[config.mk]
export PLATFORM = sky130hd
export DESIGN_NAME = jk_seq_ctrl
export DESIGN_NICKNAME = d
export VERILOG_FILES = /design/src/rtl/jk_seq_ctrl_pkg.sv /design/src/rtl/jk_seq_ctrl_cell.sv /design/src/rtl/jk_seq_ctrl.sv
export SDC_FILE = /design/constraint.sdc
export NUM_CORES = 1
export LEC_CHECK = 0
export BUFFER_PORTS_ARGS = -buffer_cell sky130_fd_sc_hd__buf_4
export CAP_MARGIN = 10
export CORE_ASPECT_RATIO = 0.9
export CORE_MARGIN = 8
export CORE_UTILIZATION = 54
export DETAILED_ROUTE_END_ITERATION = 8
export MAX_ROUTING_LAYER = met4
export PLACE_DENSITY_LB_ADDON = 0.12
export SKIP_CTS_REPAIR_TIMING = 1
export SYNTH_ARGS = -nofsm -noshare
export SYNTH_HDL_FRONTEND = slang
export SYNTH_SLANG_ARGS = --single-unit
export TNS_END_PERCENT = 30
[constraint.sdc]
create_clock -name clk -period 2.7 [get_ports clk]
set_input_delay 0.135 -clock clk [delete_from_list [all_inputs] [get_ports clk]]
set_output_delay 0.135 -clock clk [all_outputs]
set_load 0.005 [all_outputs]
[src/rtl/jk_seq_ctrl_pkg.sv]
// jk_seq_ctrl_pkg: opcodes, FSM state encoding and opcode helpers for the JK sequencer.
package jk_seq_ctrl_pkg;
    localparam logic [2:0] OP_NOP      = 3'b000;
    localparam logic [2:0] OP_CLEAR    = 3'b001;
    localparam logic [2:0] OP_SET      = 3'b010;
    localparam logic [2:0] OP_LOAD     = 3'b011;
    localparam logic [2:0] OP_TOGGLE   = 3'b100;
    localparam logic [2:0] OP_COUNT_UP = 3'b101;
    localparam logic [2:0] OP_COUNT_DN = 3'b110;
    localparam logic [2:0] OP_RSVD     = 3'b111;

    typedef enum logic [1:0] {S_IDLE, S_EXEC, S_DONE} state_t;

    function automatic logic is_count(input logic [2:0] op);
        return op == OP_COUNT_UP || op == OP_COUNT_DN;
    endfunction
endpackage

[src/rtl/jk_seq_ctrl_cell.sv]
// jk_ff_cell: single JK flip-flop (00 hold, 01 reset, 10 set, 11 toggle), async active-low reset to 0.
module jk_ff_cell (
    input  logic clk,
    input  logic rst_n,
    input  logic j,
    input  logic k,
    output logic q
);
    always_ff @(posedge clk or negedge rst_n)
        if (!rst_n) q <= 1'b0;
        else        q <= (j & ~q) | (~k & q);
endmodule

[src/rtl/jk_seq_ctrl.sv]
// jk_seq_ctrl: command-driven sequencer driving the J/K inputs of a WIDTH-cell JK register bank.
module jk_seq_ctrl
    import jk_seq_ctrl_pkg::*;
#(
    parameter int WIDTH = 4,
    parameter int CNT_W = 8
) (
    input  logic             clk,
    input  logic             rst_n,
    input  logic             cmd_valid,
    output logic             cmd_ready,
    input  logic [2:0]       cmd_op,
    input  logic [WIDTH-1:0] cmd_data,
    input  logic [CNT_W-1:0] cmd_len,
    output logic [WIDTH-1:0] q,
    output logic             busy,
    output logic             done
);
    state_t           state, nxt;
    logic [2:0]       op_r;
    logic [WIDTH-1:0] data_r, j, k, up_c, dn_c;
    logic [CNT_W-1:0] rem;
    logic             accept;

    assign cmd_ready = state == S_IDLE;
    assign busy      = state != S_IDLE;
    assign done      = state == S_DONE;
    assign accept    = cmd_valid && cmd_ready;

    always_ff @(posedge clk or negedge rst_n)
        if (!rst_n) state <= S_IDLE;
        else        state <= nxt;

    always_comb begin
        nxt = state;
        case (state)
            S_IDLE:  if (accept) nxt = (is_count(cmd_op) && cmd_len == '0) ? S_DONE : S_EXEC;
            S_EXEC:  if (!is_count(op_r) || rem == CNT_W'(1)) nxt = S_DONE;
            default: nxt = S_IDLE;
        endcase
    end

    always_ff @(posedge clk or negedge rst_n)
        if (!rst_n) begin
            op_r   <= OP_NOP;
            data_r <= '0;
            rem    <= '0;
        end else if (accept) begin
            op_r   <= cmd_op;
            data_r <= cmd_data;
            rem    <= cmd_len;
        end else if (state == S_EXEC) begin
            rem    <= rem - 1'b1;
        end

    // Ripple enables: cell i toggles when all lower cells are 1 (up) or 0 (down).
    always_comb begin
        up_c    = '0;
        dn_c    = '0;
        up_c[0] = 1'b1;
        dn_c[0] = 1'b1;
        for (int b = 1; b < WIDTH; b++) begin
            up_c[b] = up_c[b-1] & q[b-1];
            dn_c[b] = dn_c[b-1] & ~q[b-1];
        end
    end

    always_comb begin
        j = '0;
        k = '0;
        if (state == S_EXEC)
            case (op_r)
                OP_CLEAR:    k = '1;
                OP_SET:      j = '1;
                OP_LOAD:     begin j = data_r; k = ~data_r; end
                OP_TOGGLE:   begin j = data_r; k = data_r;  end
                OP_COUNT_UP: begin j = up_c;   k = up_c;    end
                OP_COUNT_DN: begin j = dn_c;   k = dn_c;    end
                default:     ;
            endcase
    end

    for (genvar i = 0; i < WIDTH; i++) begin : g_cell
        jk_ff_cell u_cell (.clk(clk), .rst_n(rst_n), .j(j[i]), .k(k[i]), .q(q[i]));
    end
endmodule

# Yosys cells after proc, flatten, opt, wreduce, memory -nomap -nowiden
# Index checks and enable logic that the tools add are counted.
# word_totals
ff_bits	21
in_bits	18
wordCells	69
# classes
addsub	1
n_eq_ne	13
mux	10
n_bitwise	25
reduce_logical	12
# ops
operator	count
4-bit case mux with 5 select lines	1
8-bit two-way mux	2
4-bit case mux with 4 select lines	1
3-bit equality test (second input constant)	5
1-bit AND	12
8-bit by 1-bit equality test with 1-bit output (second input constant)	1
8-bit logical NOT	1
4-bit two-way mux	2
1-bit NOT	8
8-bit by 1-bit subtractor with 8-bit output (second input constant)	1
3-bit by 2-bit equality test with 1-bit output (second input constant)	2
2-bit two-way mux	3
4-bit NOT	1
1-bit OR	4
2-bit case mux with 2 select lines	1
2-bit nonzero test	2
3-bit by 1-bit equality test with 1-bit output (second input constant)	1
1-bit logical OR	3
2-bit by 1-bit equality test with 1-bit output (second input constant)	1
2-bit equality test (second input constant)	1
1-bit logical AND	2
2-bit logical NOT	1
2-bit by 1-bit != test with 1-bit output (second input constant)	1
2-bit != test (second input constant)	1
other kinds (3)	3

# Longest topological paths before layout
# depth
ltp_word	8
mapped_depth	7

# Cells and area by module
# Synthesis repeated with hierarchy kept, for this count alone.
# unflattened
cells_unflattened	161
area_unflattened_um2	1495.2
# modules_own_cells
mod	instances	cells_per_inst	area_per_inst_um2	seq_area_each_um2
jk_seq_ctrl	1	149	1340.0	425.4
jk_ff_cell	4	3	38.8	25.0

# Worst setup path after synthesis
# No wires, ideal clock.
# synth_timing
path_kind	register to register
start	register state[1]
end	register data_r[3]
setup_ns	0.125
t_arrival_ns	1.338
slack_ns	1.237
stages_incl_launch_ff	7
path_buffers	2
cell_sequence	dfrtp_1 buf_6 or2_4 inv_2 and2_4 buf_8 mux2_4
# synth_between
elab_chain_cells	2
# synth_lines
item	line	source
start, declared	jk_seq_ctrl.sv:19	state_t state, nxt;
start signal, assigned	jk_seq_ctrl.sv:32	else state <= nxt;
2-bit logical NOT	jk_seq_ctrl.sv:25	assign cmd_ready = state == S_IDLE;
named net cmd_ready	jk_seq_ctrl.sv:11	output logic cmd_ready,
1-bit logical AND	jk_seq_ctrl.sv:28	assign accept = cmd_valid && cmd_ready;
end signal, assigned	jk_seq_ctrl.sv:50	data_r <= cmd_data;
end, declared	jk_seq_ctrl.sv:21	logic [WIDTH-1:0] data_r, j, k, up_c, dn_c;
# The timed path passes the listed nets, and every way through them passes these cells.
# A chain may end at the register's enable or synchronous reset.

# Final worst setup path
# layout_timing
start	register state[0]
end	register rem[4]
# layout_between
elab_chain_cells	3
word_cells_on_any_way	5
# layout_lines
item	line	source
2-bit logical NOT	jk_seq_ctrl.sv:25	
1-bit logical AND	jk_seq_ctrl.sv:28	
8-bit two-way mux / 2-bit nonzero test (equally long branches)	--	
end signal, assigned	jk_seq_ctrl.sv:51	rem <= cmd_len;
end signal, assigned	jk_seq_ctrl.sv:53	rem <= rem - 1'b1;
end, declared	jk_seq_ctrl.sv:22	logic [CNT_W-1:0] rem;
# Several ways; a longest one is shown, not always the timed one.

==> impl_metrics.py <==
metrics = {
    "status": {
        "status": "completed",
    },
    "finish": {
        "syn2layout_area_growth_pct": 10.50,
        "multi_input_area_um2": 770.7,
        "layout.area.seq_um2": 525.5,
        "fillers": 215,
        "final_nets": 195,
        "diodes": 0,
        "design_area_mm2": 0.001593,
        "drive_gt1_frac": 0.2299,
    },
    "die": {
        "die_w_um": 70.46,
        "core_area_mm2": 0.002489,
        "die_area_mm2": 0.004581,
        "io_pins": 25,
        "fp-row-count": 17,
        "initial_core_util": 0.5792,
        "die_h_um": 65.02,
    },
    "global_routing": {
        "grt_max_degree": 22,
        "grt.busiest_layer": "met2",
        "track_usage": 0.1534,
        "antenna_found_initial": 0,
        "grt_pass1_wl_um": 5595,
        "met3_usage": 0.05023,
        "grt_pass1_vias": 1265,
        "globalRouteMet2Util": 0.2260,
        "grt_overflow": 0,
        "met1_usage": 0.1921,
    },
    "worst_setup_path": {
        "r2r_cells": 4,
        "rrSetupSlack_ns": 0.94,
        "worstReg2RegStart": "state[0]",
        "endpoint": "rem[4]",
        "r2r_end": "rem[4]",
        "required_ns": 2.88,
        "crit_fanout": 21,
        "end_kind": "flip-flop",
        "start_kind": "flip-flop",
        "cp.arrival_ns": 1.94,
        "critPathKind": "reg -> reg",
        "cp-startpoint": "state[0]",
    },
    "sta": {
        "rsz0062_at_grt": "no",
        "skew_ns": 0.009403,
        "hold_violations": 0,
        "final_max_slew_viol_count": 0,
        "worstMarginPinSlew_ns": 0.6358,
        "slew_headroom": 0.5753,
        "setup_ws_ns": 0.9410,
        "period_share": 0.6515,
        "final.min_clock_period_ns": 1.759,
        "whs_ns": 0.03024,
        "finalSetupViolations": 0,
        "setup_tns_ns": 0,
        "max_freq_mhz": 568.5,
    },
    "route": {
        "finalWirelength_um": 3372,
        "drt_iter0_drc": 104,
        "drtPass1Iterations": 4,
        "route.detailed.drc": 0,
        "wire_per_inst_um": 16.69,
        "via_count": 1255,
        "drtAntennaViolNets": 0,
        "vias_per_cell": 6.213,
    },
    "power": {
        "switchingPower_mw": 0.8198,
        "swShare": 0.4516,
        "leakage_nw": 0.6842,
        "combPwrFrac": 0.478,
        "power.density_mw_per_mm2": 1140,
        "pwr-share-clk": 0.089,
        "p_int_mw": 0.9956,
        "ir_worst_vdd_mv": 0.7644,
        "seqPwrFrac": 0.433,
    },
    "synthesis": {
        "yosysUniqueCellTypes": 49,
        "synthFlopType": "dfrtp_1",
        "syn_nets": 180,
        "synth_edf_count": 0,
        "ys.warnings.count": 0,
        "synth_top_area_share": 0.3646,
        "ys_seq_area_frac": 0.3646,
        "ys_seq_elements": 21,
        "synth_area_leaders": "dfrtp_1 36%, o21ai_0 5.2%, a21oi_1 3.1%",
        "syn-mean-instance-area_um2": 9.009,
        "async_reset_ff_frac": 1.000,
        "synthCells": 160,
        "synth_area_leader_cell": "dfrtp_1",
        "netlist_area_mm2": 0.001441,
    },
    "cts": {
        "clk_latency_ns": 0.31,
        "numCtsBuffers": 3,
        "cts_max_level": 1,
        "path_clk_slew_ns": 0.13,
        "cts_tree": "yes",
        "cts_root_buf": "clkbuf_4",
        "cts_sinks": 21,
        "clockBufferDepth": 2,
    },
    "min_path": {
        "min_from": "cmd_data[0]",
        "min_path_type": "in -> reg",
    },
    "place": {
        "dpl_cell_area_mm2": 0.001553,
        "place.gp.congestion": 0.8593,
        "place_ws_ns": 1.029,
        "port_buffers": 24,
        "dpl.hpwl_um": 2433,
    },
    "job": {
        "cap_violations": 0,
    },
}
==> synthesized netlist by cell type, types with 2 or more instances <==
| master | number |
|---|---|
| a21oi_1 | 9 |
| a2bb2oi_1 | 3 |
| a31oi_1 | 3 |
| a32oi_1 | 2 |
| a41oi_1 | 3 |
| and2b_1 | 2 |
| and3b_1 | 2 |
| buf_2 | 5 |
| buf_4 | 6 |
| clkbuf_1 | 2 |
| dfrtp_1 | 21 |
| ha_1 | 2 |
| inv_1 | 10 |
| mux2_2 | 3 |
| mux2_4 | 3 |
| mux2i_1 | 2 |
| nand2_1 | 8 |
| nand2b_1 | 3 |
| nand3_1 | 6 |
| nand3b_1 | 3 |
| nor2_1 | 7 |
| nor2b_1 | 6 |
| nor3_1 | 4 |
| nor4_1 | 2 |
| o2111ai_1 | 2 |
| o21ai_0 | 15 |
| o21bai_1 | 2 |
| o22ai_1 | 3 |
==> cells by family after synthesis <==
family / count (synthesis) / share of synthesized area
AND/OR/NAND/NOR: 50 / 0.2031
AO/OA/AOI/OAI: 51 / 0.2335
multiplexers: 8 / 0.06857
flip-flops: 21 / 0.3646
adder cells (fa/ha/maj): 2 / 0.01736
XOR/XNOR: 2 / 0.01215
buffers and inverters: 26 / 0.1007
==> through the flow <==
stage / cells / power, mW / util
6_report: 202 / 1.815 / 0.6400
5_1_grt: 202 / 1.971 / 0.6400
4_1_cts: 201 / 1.808 / 0.6360
3_5_place_dp: 197 / 1.644 / 0.6239
3_3_place_gp: 197 / 1.599 / 0.6239
2_1_floorplan: 160 / 1.458 / -
==> critical path, cell delays in order, from the launching register on <==
cell and delay [ns]:
dfrtp_1 0.64, nor2b_1 0.61, a41oi_1 0.08, o21ai_0 0.20
o21ai_0 0.10
==> layout make-up <==
type | instances | area share
Multi-Input combinational cell | 113 | 0.4839
Sequential cell | 21 | 0.3299
Timing Repair Buffer | 25 | 0.1194
Inverter | 11 | 0.02592
Tap cell | 28 | 0.02200
Clock buffer | 3 | 0.01414
Clock inverter | 1 | 0.004713
==> state kept, by name (all words and copies together) (netlist names) <==
name,count
rem,8
data_r,4
g_cell.u_cell.q,4
op_r,3
state,2
==> layout by cell type (no fill, tap or decap), drive strengths merged, types with 3 or more instances in the layout <==
cell,count
o21ai,15
nor3,4
clkbuf,3
mux2,6
a2bb2oi,3
a31oi,3
a41oi,3
buf,24
inv,11
nand3b,3
o22ai,3
nor2b,6
nor2,7
nand3,6
nand2b,3
dfrtp,21
a21oi,9
nand2,8
==> worst min-delay path by stage <==
stage	endpoint	cells after the start	slack [ns]
final	data_r[0]	3	0.03
after global routing	data_r[0]	3	0.02
after CTS	data_r[2]	1	-0.32
after detailed placement	g_cell[2].u_cell.q	1	0.04
after global placement	g_cell[1].u_cell.q	1	0.03
after floorplan	data_r[0]	0	-0.16
==> power by group through the flow <==
stage	combinational (mW)	clock (mW)	sequential, mW
floorplan	0.869	0	0.589
global placement	0.832	0	0.767
detailed placement	0.863	0	0.781
CTS	0.871	0.163	0.774
global route	0.970	0.177	0.824
finish	0.868	0.161	0.786
==> layer usage <==
layer / up-vias / share of wire
li1: 607 / -
met1: 605 / 0.48
met2: 39 / 0.44
met3: 4 / 0.067
met4: 0 / 0.011
met5: - / 0
Power figures use the tool's default switching activity.
